$ cat config.mk
export PLATFORM = sky130hd
export DESIGN_NAME = wide_add_sequencer_flat
export DESIGN_NICKNAME = d
export VERILOG_FILES = /design/src/rtl/wide_add_pkg.sv /design/src/rtl/wide_add_sequencer_if.sv /design/src/rtl/RippleFullAdder.sv /design/src/rtl/wide_add_sequencer.sv /design/src/flat_wrapper.sv
export SDC_FILE = /design/constraint.sdc
export NUM_CORES = 1
export LEC_CHECK = 0
export CORE_UTILIZATION = 48
export DETAILED_ROUTE_END_ITERATION = 8
export PLACE_DENSITY = 0.84
export SLEW_MARGIN = 15
export SYNTH_ARGS = -nofsm -noshare
export SYNTH_HDL_FRONTEND = slang
export SYNTH_SLANG_ARGS = --single-unit
$ cat constraint.sdc
create_clock -name clk -period 3.4 [get_ports clk]
set_input_delay 0.51 -clock clk [delete_from_list [all_inputs] [get_ports clk]]
set_output_delay 0.51 -clock clk [all_outputs]
set_load 0.03 [all_outputs]
$ cat src/rtl/wide_add_pkg.sv
// Shared types and width helpers for the slice-serial wide adder.
package wide_add_pkg;

    typedef enum logic [1:0] {
        IDLE = 2'd0,
        RUN  = 2'd1,
        DONE = 2'd2
    } state_e;

    // Full operand width from slice width and slice count.
    function automatic int unsigned calc_w(input int unsigned n, input int unsigned m);
        return n * m;
    endfunction

    // Slice index width; at least one bit so M = 1 still has a counter.
    function automatic int unsigned calc_idx_w(input int unsigned m);
        return (m > 1) ? $clog2(m) : 1;
    endfunction

endpackage

$ cat src/rtl/wide_add_sequencer_if.sv
// Operand/result handshake bundle between source, sequencer and sink.
interface wide_add_sequencer_if #(
    parameter int unsigned W = 16
);
    logic         in_valid;
    logic         in_ready;
    logic [W-1:0] in_a;
    logic [W-1:0] in_b;
    logic         in_cin;
    logic         in_sub;
    logic         out_valid;
    logic         out_ready;
    logic [W-1:0] out_sum;
    logic         out_co;
    logic         out_ovf;
    logic         busy;

    // Environment side: supplies operands, accepts results.
    modport master (
        output in_valid, in_a, in_b, in_cin, in_sub, out_ready,
        input  in_ready, out_valid, out_sum, out_co, out_ovf, busy
    );

    // Sequencer side.
    modport slave (
        input  in_valid, in_a, in_b, in_cin, in_sub, out_ready,
        output in_ready, out_valid, out_sum, out_co, out_ovf, busy
    );
endinterface

$ cat src/rtl/RippleFullAdder.sv
// N-bit ripple-carry chain of full-adder cells (purely combinational).
module RippleFullAdder #(
    parameter int unsigned N = 4
) (
    input  logic [N-1:0] i_a,
    input  logic [N-1:0] i_b,
    input  logic         i_cin,
    output logic [N-1:0] o_sum_c,
    output logic         o_co_c
);
    logic [N:0] w_c;

    assign w_c[0] = i_cin;

    // One full-adder cell per bit, carry rippling upward.
    for (genvar gi = 0; gi < N; gi++) begin : g_cell
        assign o_sum_c[gi] = i_a[gi] ^ i_b[gi] ^ w_c[gi];
        assign w_c[gi+1]   = (i_a[gi] & i_b[gi]) | (w_c[gi] & (i_a[gi] ^ i_b[gi]));
    end

    assign o_co_c = w_c[N];
endmodule

$ cat src/rtl/wide_add_sequencer.sv
// W = N*M bit add/subtract computed one N-bit slice per cycle on a shared adder.
module wide_add_sequencer
    import wide_add_pkg::*;
#(
    parameter int unsigned N = 4,
    parameter int unsigned M = 4
) (
    input  logic                 clk,
    input  logic                 rst_n,
    wide_add_sequencer_if.slave  bus
);
    localparam int unsigned W  = calc_w(N, M);
    localparam int unsigned IW = calc_idx_w(M);

    state_e        r_state;
    state_e        w_state_nxt;

    logic [W-1:0]  r_a;
    logic [W-1:0]  r_b;
    logic [W-1:0]  r_sum;
    logic [W-1:0]  w_sum_nxt;
    logic          r_carry;
    logic [IW-1:0] r_idx;

    logic [W-1:0]  r_out_sum;
    logic          r_out_co;
    logic          r_out_ovf;
    logic          r_in_ready;
    logic          r_out_valid;
    logic          r_busy;

    logic [31:0]   w_base;
    logic [N-1:0]  w_a_slice;
    logic [N-1:0]  w_b_slice;
    logic [N-1:0]  w_slice_sum;
    logic          w_slice_co;
    logic          w_last;
    logic          w_capture;
    logic          w_step;
    logic          w_finish;

    // Current slice selection feeding the shared adder.
    assign w_base    = 32'(r_idx) * N;
    assign w_a_slice = r_a[w_base +: N];
    assign w_b_slice = r_b[w_base +: N];
    assign w_last    = (r_idx == IW'(M - 1));

    RippleFullAdder #(.N(N)) u_slice_adder (
        .i_a     (w_a_slice),
        .i_b     (w_b_slice),
        .i_cin   (r_carry),
        .o_sum_c (w_slice_sum),
        .o_co_c  (w_slice_co)
    );

    // Accumulated result with the current slice merged in.
    always_comb begin
        w_sum_nxt                = r_sum;
        w_sum_nxt[w_base +: N]   = w_slice_sum;
    end

    // State register.
    always_ff @(posedge clk or negedge rst_n) begin
        if (!rst_n) begin
            r_state <= IDLE;
        end else begin
            r_state <= w_state_nxt;
        end
    end

    // Next-state logic.
    always_comb begin
        w_state_nxt = r_state;
        case (r_state)
            IDLE:    if (bus.in_valid)  w_state_nxt = RUN;
            RUN:     if (w_last)        w_state_nxt = DONE;
            DONE:    if (bus.out_ready) w_state_nxt = IDLE;
            default:                    w_state_nxt = IDLE;
        endcase
    end

    // Datapath control strobes decoded from the current state.
    always_comb begin
        w_capture = 1'b0;
        w_step    = 1'b0;
        w_finish  = 1'b0;
        case (r_state)
            IDLE:    w_capture = bus.in_valid;
            RUN: begin
                w_step   = 1'b1;
                w_finish = w_last;
            end
            default: ;
        endcase
    end

    // Operand capture, slice stepping and carry hold.
    always_ff @(posedge clk or negedge rst_n) begin
        if (!rst_n) begin
            r_a     <= '0;
            r_b     <= '0;
            r_sum   <= '0;
            r_carry <= 1'b0;
            r_idx   <= '0;
        end else if (w_capture) begin
            r_a     <= bus.in_a;
            r_b     <= bus.in_sub ? ~bus.in_b : bus.in_b;
            r_carry <= bus.in_sub ? ~bus.in_cin : bus.in_cin;
            r_idx   <= '0;
        end else if (w_step) begin
            r_sum   <= w_sum_nxt;
            r_carry <= w_slice_co;
            if (!w_last) begin
                r_idx <= r_idx + IW'(1);
            end
        end
    end

    // Result registers, loaded on DONE entry and held until the next one.
    always_ff @(posedge clk or negedge rst_n) begin
        if (!rst_n) begin
            r_out_sum <= '0;
            r_out_co  <= 1'b0;
            r_out_ovf <= 1'b0;
        end else if (w_finish) begin
            r_out_sum <= w_sum_nxt;
            r_out_co  <= w_slice_co;
            r_out_ovf <= (r_a[W-1] == r_b[W-1]) && (w_sum_nxt[W-1] != r_a[W-1]);
        end
    end

    // Handshake flags registered from the next state so they track r_state.
    always_ff @(posedge clk or negedge rst_n) begin
        if (!rst_n) begin
            r_in_ready  <= 1'b1;
            r_out_valid <= 1'b0;
            r_busy      <= 1'b0;
        end else begin
            r_in_ready  <= (w_state_nxt == IDLE);
            r_out_valid <= (w_state_nxt == DONE);
            r_busy      <= (w_state_nxt != IDLE);
        end
    end

    assign bus.in_ready  = r_in_ready;
    assign bus.out_valid = r_out_valid;
    assign bus.busy      = r_busy;
    assign bus.out_sum   = r_out_sum;
    assign bus.out_co    = r_out_co;
    assign bus.out_ovf   = r_out_ovf;
endmodule

$ cat src/flat_wrapper.sv
// flat-port wrapper written by rule: the top's interface ports become plain ports
module wide_add_sequencer_flat import wide_add_pkg::*;
#(
    parameter int unsigned N = 4,
    parameter int unsigned M = 4
)
  (clk, rst_n, bus_in_valid, bus_in_a, bus_in_b, bus_in_cin, bus_in_sub, bus_out_ready, bus_in_ready, bus_out_valid, bus_out_sum, bus_out_co, bus_out_ovf, bus_busy);
  wide_add_sequencer_if #(.W((N * M))) bus_i ();
  input  logic clk;
  input  logic rst_n;
  input wire logic [$bits(bus_i.in_valid)-1:0] bus_in_valid;
  input wire logic [$bits(bus_i.in_a)-1:0] bus_in_a;
  input wire logic [$bits(bus_i.in_b)-1:0] bus_in_b;
  input wire logic [$bits(bus_i.in_cin)-1:0] bus_in_cin;
  input wire logic [$bits(bus_i.in_sub)-1:0] bus_in_sub;
  input wire logic [$bits(bus_i.out_ready)-1:0] bus_out_ready;
  output wire logic [$bits(bus_i.in_ready)-1:0] bus_in_ready;
  output wire logic [$bits(bus_i.out_valid)-1:0] bus_out_valid;
  output wire logic [$bits(bus_i.out_sum)-1:0] bus_out_sum;
  output wire logic [$bits(bus_i.out_co)-1:0] bus_out_co;
  output wire logic [$bits(bus_i.out_ovf)-1:0] bus_out_ovf;
  output wire logic [$bits(bus_i.busy)-1:0] bus_busy;
  assign bus_i.in_valid = bus_in_valid;
  assign bus_i.in_a = bus_in_a;
  assign bus_i.in_b = bus_in_b;
  assign bus_i.in_cin = bus_in_cin;
  assign bus_i.in_sub = bus_in_sub;
  assign bus_i.out_ready = bus_out_ready;
  assign bus_in_ready = bus_i.in_ready;
  assign bus_out_valid = bus_i.out_valid;
  assign bus_out_sum = bus_i.out_sum;
  assign bus_out_co = bus_i.out_co;
  assign bus_out_ovf = bus_i.out_ovf;
  assign bus_busy = bus_i.busy;
  wide_add_sequencer #(.N(N), .M(M)) u_core (.clk(clk), .rst_n(rst_n), .bus(bus_i));
endmodule
# Yosys cells after proc, flatten, opt, wreduce, memory -nomap -nowiden
# Cells that the tools add are included.
dict set report classes {
  add_sub_neg 2
  eq_ne 7
  shift 4
  muxes 15
  bitwise_logic 23
  reduce_logical 7
}
# op n
set ops {}
lappend ops {{negator 4 -> 34 bit} 1}
lappend ops {{variable shift 4 x 34 -> 16 bit, first input constant} 1}
lappend ops {{indexed part select 4 x 34 -> 16 bit} 1}
lappend ops {{indexed part select 16 x 5 -> 4 bit} 2}
lappend ops {{bitwise mux 16 bit} 1}
lappend ops {{two-way mux 16 bit} 1}
lappend ops {{inverter 16 bit} 1}
lappend ops {{two-way mux 2 bit} 6}
lappend ops {{bitwise AND 1 bit} 8}
lappend ops {{bitwise XOR 1 bit} 8}
lappend ops {{== test 2 bit, second input constant} 3}
lappend ops {{two-way mux 1 bit} 6}
lappend ops {{one-hot mux 2 bit (3 select lines)} 1}
lappend ops {{logical NOT 2 bit} 2}
lappend ops {{bitwise OR 1 bit} 4}
lappend ops {{AND reduction 2 bit} 2}
lappend ops {{nonzero test 2 bit} 2}
lappend ops {{adder 2 x 1 -> 2 bit, second input constant} 1}
lappend ops {{== test 2 x 1 -> 1 bit, second input constant} 1}
lappend ops {{inequality test 2 bit, second input constant} 1}
lappend ops {{inverter 1 bit} 2}
lappend ops {{== test 1 bit} 1}
lappend ops {{logical AND 1 bit} 1}
lappend ops {{inequality test 1 bit} 1}
dict set report totals {
  reg_bits 74
  out_inout_bits 21
}

# Logic depth before layout (Yosys ltp)
# Gate-level depths: netlist of the first run.
dict set report logic_depth {
  ltp_word 13
  ltp_mapped 15
}

# Hierarchy
# From an unflattened synthesis of the first run, not the netlist that was laid out.
dict set report unflattened {
  hier_cells 309
  area_unflattened_um2 3532.1
}
# module n_inst cells_per_inst area_per_inst_um2 seq_area_each_um2
set modules_own_cells {}
lappend modules_own_cells {wide_add_sequencer 1 295 3414.5 1853.0}
lappend modules_own_cells {RippleFullAdder 1 14 117.6 0.0}

# Worst setup path before layout of the first run
# No wires, ideal clock.
dict set report synth_timing {
  kind {register to register}
  start {register u_core.r_idx[0]}
  end {register u_core.r_out_ovf (netlist: u_core.bus.out_ovf)}
  setup_time_ps 131
  arrival_ps 3380
  t_required_ps 3269
  slack_ps -111
  path_stages_with_launch 15
  synth_period_minus_slack_ps 3511
  cell_sequence {dfrtp_1 -> buf_2 -> buf_2 -> mux4_2 -> inv_1 -> fa_1 -> inv_1 -> fa_1 -> inv_1 -> fa_1 -> inv_1 -> fa_1 -> clkbuf_1 -> a2111oi_0 -> or3_1}
}
dict set report synth_via {
  elab_chain_cells 13
  word_cells_on_any_way 27
  classes_between {add/sub: 1; eq/ne: 2; shift: 4; mux: 2; bitwise: 17; reduce/logical: 1}
}
# element line_no
set synth_rtl {}
lappend synth_rtl {{start, declared} wide_add_sequencer.sv:23} ;# logic [IW-1:0] r_idx;
lappend synth_rtl {{start signal, assigned} wide_add_sequencer.sv:114} ;# r_idx <= r_idx + IW'(1);
lappend synth_rtl {{indexed part select 16 x 5 -> 4 bit, on equally long branches} {wide_add_sequencer.sv:44, wide_add_sequencer.sv:45}}
lappend synth_rtl {{bitwise XOR 1 bit} {RippleFullAdder.sv:17, RippleFullAdder.sv:18}}
lappend synth_rtl {{bitwise AND 1 bit} RippleFullAdder.sv:18} ;# assign w_c[gi+1] = (i_a[gi] & i_b[gi]) | (w_c[gi] & (i_a[gi] ^ i_b[gi]));
lappend synth_rtl {{bitwise OR 1 bit} RippleFullAdder.sv:18}
lappend synth_rtl {{bitwise AND 1 bit} RippleFullAdder.sv:18}
lappend synth_rtl {{bitwise OR 1 bit} RippleFullAdder.sv:18}
lappend synth_rtl {{bitwise AND 1 bit} RippleFullAdder.sv:18}
lappend synth_rtl {{bitwise OR 1 bit} RippleFullAdder.sv:18}
lappend synth_rtl {{bitwise XOR 1 bit} RippleFullAdder.sv:17} ;# assign o_sum_c[gi] = i_a[gi] ^ i_b[gi] ^ w_c[gi];
lappend synth_rtl {{indexed part select 4 x 34 -> 16 bit} wide_add_sequencer.sv:59} ;# w_sum_nxt[w_base +: N] = w_slice_sum;
lappend synth_rtl {{bitwise mux 16 bit} wide_add_sequencer.sv:59}
lappend synth_rtl {{inequality test 1 bit} wide_add_sequencer.sv:128} ;# r_out_ovf <= (r_a[W-1] == r_b[W-1]) && (w_sum_nxt[W-1] != r_a[W-1]);
lappend synth_rtl {{logical AND 1 bit} wide_add_sequencer.sv:128}
lappend synth_rtl {{end signal, assigned} wide_add_sequencer.sv:128}
lappend synth_rtl {{end, declared} wide_add_sequencer.sv:27} ;# logic r_out_ovf;
# Parallel ways exist; a longest one is shown, timed or not.
# A chain may end at the register's enable or synchronous reset.

# Worst setup path in the final report of the first run
# Same ends and word-level chain as after synthesis.

==> results of run 1 <==
[how the worst max path moves through the flow]
stage / endpoint / depth (start not counted) / start
5_1_grt: u_core.bus.out_ovf / 11 / u_core.r_idx[0]
3_5_place_dp: u_core.bus.out_ovf / 11 / u_core.r_idx[0]
2_1_floorplan: u_core.bus.out_ovf / 14 / u_core.r_idx[0]
3_3_place_gp: u_core.bus.out_ovf / 11 / u_core.r_idx[0]
6_report: u_core.bus.out_ovf / 11 / u_core.r_idx[0]
4_1_cts: u_core.bus.out_ovf / 9 / u_core.r_idx[0]
[kinds of logic after synthesis]
family          after synthesis
mux                          26
compound gates               73
buf+inv                      37
xor+xnor                     17
fa+ha+maj                    10
flops                        74
simple gates                 79
[cells in the mapped netlist (7+ instances only)]
cell type	number	share of area
buf_2	10	0.014
mux4_2	8	0.051
inv_1	15	0.016
a32o_1	7	0.020
nor2_1	21	0.022
xnor2_1	16	0.039
a22o_1	8	0.020
dfrtp_1	73	0.51
o21ai_0	19	0.027
nor2b_1	17	0.030
nand2_1	27	0.028
a21oi_1	33	0.046
mux2_2	16	0.051
clkbuf_1	10	0.011
[cells in the final DEF, fill, tap and decap left out, types with 2 or more instances in the layout]
cell type,synthesis,final
mux2_2,16,16
clkdlybuf4s50_1,0,57
a22o_1,8,8
bufinv_16,0,3
clkinvlp_4,0,2
a21oi_1,33,33
buf_4,0,10
xnor2_1,16,16
dfrtp_1,73,73
fa_1,4,4
nand2b_1,2,2
o21ai_0,19,19
nor2b_1,17,17
o21bai_1,2,2
nand2_1,27,27
clkbuf_8,0,10
inv_1,15,15
nor4bb_1,3,3
nor2_1,21,21
mux4_2,8,8
a32o_1,7,7
ha_1,6,6
[power by group through the flow]
| stage | clock [mW] | sequential (mW) | combinational, mW |
|---|---|---|---|
| after floorplan | 0 | 1.66 | 1.47 |
| after global placement | 0 | 1.51 | 2.38 |
| after detailed placement | 0 | 1.53 | 2.46 |
| after CTS | 0.852 | 1.52 | 2.48 |
| after global routing | 0.889 | 1.56 | 2.70 |
| final | 0.842 | 1.52 | 2.48 |
[critical path, stage by stage, from the launching register on]
cell       delay, ns
dfrtp_1         0.44
mux4_2          0.53
inv_1           0.09
fa_1            0.16
inv_1           0.05
fa_1            0.36
inv_1           0.08
fa_1            0.15
inv_1           0.05
fa_1            0.52
a2111oi_0       0.10
or3_1           0.37
[per-layer routing]
| layer | track usage | vias up |
|---|---|---|
| met5 | 0 | - |
| met4 | 0.06158 | 0 |
| met3 | 0.05278 | 11 |
| met2 | 0.3685 | 74 |
| met1 | 0.2570 | 1266 |
| li1 | - | 1200 |
[metrics by stage]
stage	hold WS [ns]	std cells	power, mW	setup slack [ns]	instance area (um^2)
floorplan	0.2144	316	3.136	0.07074	3570
global placement	0.4597	461	3.886	0.4667	4243
detailed placement	0.4692	461	3.993	0.3934	4243
CTS	0.4062	477	4.855	0.3783	4494
global route	0.4442	477	5.154	0.2068	4494
finish	0.3745	477	4.845	0.3860	4494
[registers in the layout, summed over array words and instances (netlist names)]
| signal | count |
|---|---|
| u_core.r_idx | 2 |
| u_core.r_state | 2 |
| u_core.bus.in_ready | 1 |
| u_core.bus.out_ovf | 1 |
| u_core.r_carry | 1 |
| u_core.bus.out_co | 1 |
| u_core.r_b | 16 |
| u_core.r_a | 16 |
| u_core.r_sum | 16 |
| u_core.bus.out_valid | 1 |
| u_core.bus.busy | 1 |
| u_core.bus.out_sum | 16 |
[cell type report]
type,instances,area [um^2],share of cell area
sequential,74,1853,0.4123
multi-input combinational,205,1559,0.3469
timing repair buffer,68,650.6,0.1448
clock buffer,10,137.6,0.03062
tap,99,123.9,0.02756
clock inverter,6,113.9,0.02533
inverter,15,56.30,0.01253
==> impl_metrics.prom, run 1 <==
# TYPE chip_impl_metric gauge
chip_impl_info{name="outcome",value="finished, final reports clean"} 1
chip_impl_metric{name="cts_hold_buf",unit=""} 0
chip_impl_metric{name="cell_internal_pwr",unit="mW"} 2.819
chip_impl_metric{name="io_pins",unit=""} 59
chip_impl_metric{name="met2_length",unit="um"} 3851
chip_impl_metric{name="synth_async_sr_flop_share",unit=""} 1.000
chip_impl_metric{name="worst_slew_margin_rel",unit=""} 0.3927
chip_impl_metric{name="num_rows",unit=""} 31
chip_impl_metric{name="detail_route.drc_violations",unit=""} 0
chip_impl_metric{name="sw_ratio",unit=""} 0.4181
chip_impl_metric{name="crit_path_max_fanout",unit=""} 4
chip_impl_metric{name="drt-initial-drc-count",unit=""} 130
chip_impl_metric{name="cp.arrival",unit="ns"} 3.24
chip_impl_metric{name="finalHoldViolations",unit=""} 0
chip_impl_metric{name="cts.repair.resized",unit=""} 0
chip_impl_metric{name="synth_xor_area_frac",unit=""} 0.04175
chip_impl_metric{name="ant_nets",unit=""} 0
chip_impl_metric{name="combinational_power_share",unit=""} 0.513
chip_impl_metric{name="numCtsBuffers",unit=""} 9
chip_impl_metric{name="power.leakage",unit="nW"} 1.923
chip_impl_info{name="crit-reg2reg-launch",value="u_core.r_idx[0]"} 1
chip_impl_metric{name="largest_net_degree_at_the_start_of_global_routing",unit=""} 75
chip_impl_metric{name="cts.sink_count",unit=""} 74
chip_impl_metric{name="maxSlewViolCount",unit=""} 0
chip_impl_metric{name="post-cts-setup-buffers",unit=""} 0
chip_impl_metric{name="synthesized_area_fraction_occupied_by_ao_oa_aoi_and_oai_cells",unit=""} 0.1253
chip_impl_metric{name="grt_pass1_vias",unit=""} 2579
chip_impl_metric{name="floorplan.initialDensity",unit=""} 0.4943
chip_impl_metric{name="post_synth_adder_cell_area",unit=""} 0.04351
chip_impl_metric{name="antenna_found_initial",unit=""} 0
chip_impl_metric{name="die-width",unit="um"} 88.19
chip_impl_metric{name="synth.ff_latch_count",unit=""} 74
chip_impl_metric{name="route.layer.met1.wl",unit="um"} 3068
chip_impl_metric{name="post_synth_instance_area",unit="mm^2"} 0.003566
chip_impl_metric{name="met3RoutedLength",unit="um"} 338
chip_impl_metric{name="post_drt_via_cell_ratio",unit=""} 5.348
chip_impl_info{name="critical_path_capture_point_type",value="flop"} 1
chip_impl_metric{name="worstSkewPairLatency",unit="ns"} 0.35
chip_impl_metric{name="detailedPlacementHpwl",unit="um"} 5226
chip_impl_metric{name="yosysSeqAreaShare",unit=""} 0.5196
chip_impl_metric{name="clkTransAtPathRegs",unit="ns"} 0.08
chip_impl_metric{name="timing.final.setup_violations",unit=""} 0
chip_impl_info{name="rsz0062_at_grt",value="no"} 1
chip_impl_metric{name="power_frac_clock",unit=""} 0.174
chip_impl_metric{name="grt_remaining_overflow",unit=""} 0
chip_impl_info{name="dominant_combinational_cell_family_by_area_after_synthesis",value="compound AO/OA/AOI/OAI gates"} 1
chip_impl_metric{name="setup.reg_to_reg.worst_slack",unit="ns"} 0.39
chip_impl_metric{name="layout_worst_path_cycle_share",unit=""} 0.8865
chip_impl_metric{name="critical_path_required",unit="ns"} 3.62
chip_impl_metric{name="placeableCoreArea",unit="mm^2"} 0.007214
chip_impl_metric{name="finalClockSkew",unit="ns"} 0.01180
chip_impl_metric{name="fin_nets",unit=""} 421
chip_impl_metric{name="ys_warn_count",unit=""} 0
chip_impl_metric{name="syn_to_final_growth",unit="%"} 26.04
chip_impl_metric{name="yosys.area_share.simple",unit=""} 0.1165
chip_impl_metric{name="post_synth_edffs",unit=""} 0
chip_impl_metric{name="grt_util_all_layers",unit=""} 0.2104
chip_impl_metric{name="p_switching",unit="mW"} 2.026
chip_impl_metric{name="power_density",unit="mW/mm^2"} 1078
chip_impl_metric{name="drt-pass1-iter-count",unit=""} 4
chip_impl_metric{name="final.setup.tns",unit="ns"} 0
chip_impl_metric{name="max-cap-violations",unit=""} 0
chip_impl_metric{name="route.vias.total",unit=""} 2551
chip_impl_info{name="min_path_type",value="in -> async"} 1
chip_impl_info{name="endpoint_of_the_worst_register_to_register_path",value="u_core.bus.out_ovf"} 1
chip_impl_metric{name="worst_ir_drop_vdd",unit="mV"} 0.4948
chip_impl_metric{name="clock_path_buffers",unit=""} 2
chip_impl_metric{name="total_die_area",unit="mm^2"} 0.007777
chip_impl_metric{name="port_buffers",unit=""} 58
chip_impl_info{name="ys.flop_type",value="dfrtp_1"} 1
chip_impl_metric{name="pwr-share-seq",unit=""} 0.314
chip_impl_metric{name="cts_h_tree_lvls",unit=""} 3
chip_impl_metric{name="yosys-mux-area-fraction",unit=""} 0.1084
chip_impl_info{name="criticalPathCategory",value="reg -> reg"} 1
chip_impl_metric{name="chipHeight",unit="um"} 88.19
chip_impl_metric{name="synthesis.area_per_instance",unit="um^2"} 11.28
chip_impl_metric{name="finalCoreUtilization",unit=""} 0.6230
chip_impl_metric{name="place_congestion",unit=""} 0.7874
chip_impl_metric{name="route.detailed.wl_per_inst",unit="um"} 15.46
chip_impl_info{name="category_of_the_worst_setup_path_launch_point",value="flop"} 1
chip_impl_metric{name="post_synthesis_instance_total",unit=""} 316
chip_impl_metric{name="global_route_wire_length_before_repair",unit="um"} 12390
chip_impl_metric{name="layout-drive-gt1-share",unit=""} 0.1481
chip_impl_metric{name="route.final.wire_length",unit="um"} 7374
chip_impl_metric{name="synth_cell_type_count",unit=""} 38
chip_impl_metric{name="transition_at_the_pin_with_the_smallest_max_transition_slack",unit="ns"} 0.9110
chip_impl_metric{name="fmax",unit="MHz"} 331.8
chip_impl_info{name="clockRootBuffer",value="clkbuf_8"} 1
chip_impl_info{name="uppermost_layer_routed",value="met4"} 1
chip_impl_metric{name="fillers",unit=""} 571
chip_impl_metric{name="final_period_minus_worst_setup_slack",unit="ns"} 3.014
chip_impl_info{name="tritoncts_clock_tree",value="yes"} 1
chip_impl_metric{name="reg2reg_depth",unit=""} 11
chip_impl_metric{name="diodes",unit=""} 0
chip_impl_metric{name="syn_nets",unit=""} 364
(Power assumes the default switching activity.)
==> run 2, diff against run 1 <==
--- a/constraint.sdc
+++ b/constraint.sdc
@@ -3,2 +3,2 @@
 set_output_delay 0.51 -clock clk [all_outputs]
-set_load 0.03 [all_outputs]
+set_load 0.01 [all_outputs]
==> results of run 2 <==
The final DEF is identical to that of run 1. Status: finished, final reports clean.
Main changes from that run: total power 4.845 mW -> 4.674 mW; worst IR drop on VDD 0.4948 mV -> 0.4945 mV
